## src/rtl/pc_word_fetch.sv

```systemverilog
// Instruction-fetch address unit: byte PC, redirects, word-indexed fetch requests with ready handshake.
// Optional define FETCH_RANGE_CHECK_EN traps targets and sequential PCs beyond the 2^IMEM_AW-word memory.
module pc_word_fetch #(
  parameter int unsigned IMEM_AW  = 10,
  parameter logic [31:0] RESET_PC = 32'h0000_0000
) (
  input  logic               clk,
  input  logic               reset_n,
  input  logic               stall,
  input  logic               redirect_valid,
  input  logic [31:0]        redirect_addr,
  output logic               imem_req,
  output logic [IMEM_AW-1:0] imem_addr,
  input  logic               imem_ready,
  output logic [31:0]        pc,
  output logic [31:0]        pc_plus4,
  output logic               fetch_valid,
  output logic [31:0]        fetch_pc,
  output logic               fault,
  output logic [31:0]        fault_addr
);

  typedef enum logic {RUN, FAULT} state_t;

  state_t      state_q, state_d;
  logic [31:0] pc_d, fetch_pc_d, fault_addr_d;
  logic        fault_d;
  logic        issued_q, issued_d;
  logic        squash_q, squash_d;
  logic        accept;
  logic        redirect_bad;

`ifdef FETCH_RANGE_CHECK_EN
  function automatic logic out_of_range(input logic [31:0] a);
    return (a >> (IMEM_AW + 2)) != 32'd0;
  endfunction

  assign redirect_bad = (|redirect_addr[1:0]) | out_of_range(redirect_addr);
`else
  assign redirect_bad = |redirect_addr[1:0];
`endif

  assign pc_plus4    = pc + 32'd4;
  assign imem_addr   = pc[IMEM_AW+1:2];
  assign imem_req    = (state_q == RUN) & ~stall & ~redirect_valid;
  assign accept      = imem_req & imem_ready;
  // A response whose request overlapped a redirect is dropped on return.
  assign fetch_valid = issued_q & ~squash_q;

  always_comb begin
    state_d      = state_q;
    pc_d         = pc;
    fault_d      = fault;
    fault_addr_d = fault_addr;
    fetch_pc_d   = fetch_pc;
    issued_d     = accept;
    squash_d     = accept & redirect_valid;

    if (accept) begin
      fetch_pc_d = pc;
    end

    if (redirect_valid) begin
      if (redirect_bad) begin
        state_d      = FAULT;
        fault_d      = 1'b1;
        fault_addr_d = redirect_addr;
      end else begin
        state_d = RUN;
        fault_d = 1'b0;
        pc_d    = redirect_addr;
      end
    end else if (stall) begin
      pc_d = pc;
    end else if (accept) begin
      pc_d = pc_plus4;
`ifdef FETCH_RANGE_CHECK_EN
      if (out_of_range(pc_plus4)) begin
        state_d      = FAULT;
        fault_d      = 1'b1;
        fault_addr_d = pc_plus4;
      end
`endif
    end
  end

  always_ff @(posedge clk) begin
    if (!reset_n) begin
      state_q    <= RUN;
      pc         <= RESET_PC;
      fetch_pc   <= 32'd0;
      fault      <= 1'b0;
      fault_addr <= 32'd0;
      issued_q   <= 1'b0;
      squash_q   <= 1'b0;
    end else begin
      state_q    <= state_d;
      pc         <= pc_d;
      fetch_pc   <= fetch_pc_d;
      fault      <= fault_d;
      fault_addr <= fault_addr_d;
      issued_q   <= issued_d;
      squash_q   <= squash_d;
    end
  end

endmodule

```

## config.mk

```make
export PLATFORM = sky130hd
export DESIGN_NAME = pc_word_fetch
export DESIGN_NICKNAME = d
export VERILOG_FILES = /design/src/rtl/pc_word_fetch.sv
export SDC_FILE = /design/constraint.sdc
export NUM_CORES = 1
export LEC_CHECK = 0
export BUFFER_PORTS_ARGS = -buffer_cell sky130_fd_sc_hd__buf_2
export CAP_MARGIN = 20
export CORE_MARGIN = 1
export CORE_UTILIZATION = 45
export DETAILED_ROUTE_END_ITERATION = 10
export HOLD_SLACK_MARGIN = 0.05
export PLACE_DENSITY = 0.85
export SLEW_MARGIN = 20
export SYNTH_ARGS = -nofsm -noshare
export SYNTH_HDL_FRONTEND = slang
export SYNTH_SLANG_ARGS = --single-unit
```

## constraint.sdc

```tcl
create_clock -name clk -period 2.5 [get_ports clk]
set_clock_uncertainty 0.2 [all_clocks]
set_input_delay 0.25 -clock clk [delete_from_list [all_inputs] [get_ports clk]]
set_output_delay 0.25 -clock clk [all_outputs]
set_load 0.05 [all_outputs]
```

==> metrics.md <==
| Metric | Value |
|---|---|
| Average wire per standard cell | 19.3 microns |
| IO Port Bufs | about 180 |
| Final core utilization | between 70% and 80% |
| Row count | 37 |
| Hold Path Depth | 3 |
| CP Capture Type | output pin |
| Core area | 10500 sq um |
| Global-route wire length before repair | between 20000 and 30000 microns |
| DRC | 0 |
| Met2 GRT Util | a little over half |
| Final setup fails | 12 |
| Arrival time at the worst endpoint | ~2.2 ns |
| Number of synthesized flops with an enable pin | 0 |
| CTS tree | done |
| Final-report hold violation count | 0 |
| Initial Utilization | between 40% and 50% |
| FFs w/ async S/R, synth | 0% |
| Cell count of the worst reg-to-reg path | 5 |
| Worst slew margin | approximately 39% |
| P_leak | between 3 and 4 nW |
| I/O pin count | ~180 |
| Area Overhead vs Synth | 54.3% |
| Worst-path clk slew | approximately 0.10 ns |
| H-tree depth | 3 |
| Synth top area share | between 40% and 50% |
| Post-DP HPWL | ~11000 microns |
| Yosys warning count | 0 |
| Slew Limit Fails | 0 |
| Post-route ant nets | 0 |
| Gr ovfl total | 0 |
| N_diodes | 0 |
| Most frequent cell after synthesis | nand2_1 |
| Maxcap violations | 0 |
| Main synth FF type | dfxtp_1 |
| Drt first-iter violations | 810 |
| Failing checks | negative setup slack |
| Nets@finish | slightly above 900 |
| Root buffer cell | clkbuf_8 |
| Pin count of the biggest net entering global routing | 52 |
| Syn avg cell area | ~7.7 sq um |
| RSZ-0062 raised after global routing | true |
| Gr busiest metal | met2 |
| Largest area contributor in the netlist | dfxtp_1 |
| Worst-Skew Late Latency | roughly 0.37 ns |
| Post-synthesis cell type count | 66 |
| Setup WS pre-CTS | 0.0390 ns |
| Post-synthesis sequential area ratio | 40.2% |
| Hold WC Path Type | in2reg |
| Yosys reg bits | 99 |
| CP required | slightly above 2 ns |
| RePlAce Congestion | about 0.9 |
| Period Utilization, post-route | 108% |
| DP Area | ~6400 sq um |
| M3 GR Usage | 6.32% |
| Grt met1 use | 39.8% |
| CTS Buffer Depth | 2 |
| Via-per-instance ratio | approximately 6 |
| Design area | 7620 sq um |
| Synth top area cells | dfxtp_1, nand2_1, a21oi_1 |
| Peak Freq | 0.372 GHz |
| Total GRT Usage | about a third |
| Cells after Synth | 644 |
| Share of cells above drive strength 1 | between 40% and 50% |
| Die area | 11400 sq um |
| Critical path start-end classification | reg2out |
| Post-synth top cells | nand2_1, dfxtp_1, a21oi_1, clkbuf_1, nand3_1 |
| Routed vias | just over 6000 |
| Peak supply drop | roughly 340 uV |
| Placed instance count | about 930 |
| Final wirelength | between 15000 and 20000 microns |
| Post-Layout Cell Count | 1018 |
| Maximum fanout along the worst path | 2 |
| Clock Sinks | 99 |
| Number of global-route vias before repair | around 5700 |
| Mapped Area | slightly below 5000 sq um |
| Status | complete, but fails checks |
| Synth Net Count | 682 |
| Initial antenna violation count | 0 |
| Power per cell area | approximately 500 nW/um^2 |
| Die height | about 110 microns |
| Period minus WS final | roughly 2.7 ns |
| CP startpoint kind | register |
| DR pass1 iterations | 9 |
| Worst hold margin | slightly below 0.2 ns |
| Die Wd | about 110 microns |
| Worst-margin pin slew | slightly above 0.9 ns |
| Setup ws final | -0.189 ns |
| Cts bufs inserted | 9 |
[registers in the layout, indices dropped and copies added (netlist names)]
signal      count
pc             32
issued_q        1
fault_addr     32
state_q         1
squash_q        1
fetch_pc       32
[report_power, final]
group | leakage, nW | switching [mW] | total [mW] | internal [mW]
combinational | 2.45 | 0.646 | 0.938 | 0.292
sequential | 0.821 | 0.0568 | 1.69 | 1.63
clock | 0.119 | 0.582 | 1.21 | 0.629
total | 3.39 | 1.28 | 3.84 | 2.55
[metrics by stage]
stage               total power, mW  setup TNS (ns)
finish                         3.84           -1.02
global route                   3.95           -1.72
CTS                            3.80           -1.24
detailed placement             2.53               0
global placement               2.53               0
floorplan                      2.32          -0.272
[metal layers]
| layer | vias up | routed length, microns |
|---|---|---|
| met5 | - | 0 |
| met2 | 477 | 9210 |
| met3 | 114 | 2050 |
| met1 | 2773 | 7220 |
| met4 | 0 | 1140 |
| li1 | 2706 | - |
[critical path, stage by stage (launching register included)]
cell and delay, ns:
dfxtp_4 0.38, ha_4 0.15, nand2_4 0.06, or4_4 0.46, or4_4 0.47, xnor2_4 0.17
buf_6 0.18
[cell usage in the layout (no fill, tap or decap), types with 5 or more instances in the layout]
master	Yosys	layout
xnor2_1	19	5
nand3_4	0	9
a21oi_1	71	71
nor4_1	10	8
dfxtp_4	0	14
clkbuf_8	2	9
and3_1	7	6
dfxtp_1	99	75
inv_1	11	11
nand4_1	12	12
a22oi_1	12	12
buf_6	2	34
nor2_1	19	16
xnor2_4	0	8
nand2_1	155	150
o21ai_0	11	9
a211oi_1	5	5
buf_2	2	158
xnor2_2	0	6
buf_4	13	66
nor3_1	19	14
dlygate4sd3_1	0	32
a31oi_1	10	10
o311ai_0	7	7
nand3_1	30	21
dfxtp_2	0	10
[kinds of logic (layout without fill, tap and decap cells)]
logic type	count (synthesis)	in the layout	share of synthesized area [%]
AO/OA/AOI/OAI	147	147	18.6
AND/OR/NAND/NOR	283	283	27.1
buffers and inverters	84	322	8.57
flip-flops	99	99	40.2
multiplexers	3	3	0.634
other	1	1	0.0760
XOR/XNOR	26	26	4.61
adder cells (fa/ha/maj)	1	1	0.253
[what timing repair did]
| item | CTS | global route |
|---|---|---|
| setup buffers | 22 | 18 |
| hold buffers | 32 | 0 |
| setup endpoints to repair | 17 | 24 |
| resized for setup | 73 | 31 |
| pin swaps | 10 | 16 |
| hold endpoints to repair | 44 | 0 |
| gates cloned | 2 | 0 |
[final timing paths]
path,from,endpoint,slack [ns]
max,pc[2]$_SDFFE_PN0P_,pc_plus4[30],-0.19
min,reset_n,fetch_pc[26]$_SDFFE_PN0P_,0.19
min reg2reg,fetch_pc[14]$_SDFFE_PN0P_,fetch_pc[14]$_SDFFE_PN0P_,0.26
max reg2reg,state_q$_SDFFE_PN0P_,pc[27]$_SDFFE_PN0P_,0.04
[area by class of cell]
class / count / area, sq um
Tap cell: 136 / 170
Sequential cell: 99 / 2050
Multi-Input combinational cell: 461 / 3050
Timing Repair Buffer: 294 / 2070
Clock inverter: 5 / 82.6
Inverter: 12 / 45.0
Fill cell: 721 / 2850
Clock buffer: 11 / 153
Note: power is estimated with default switching activity, not from simulation.
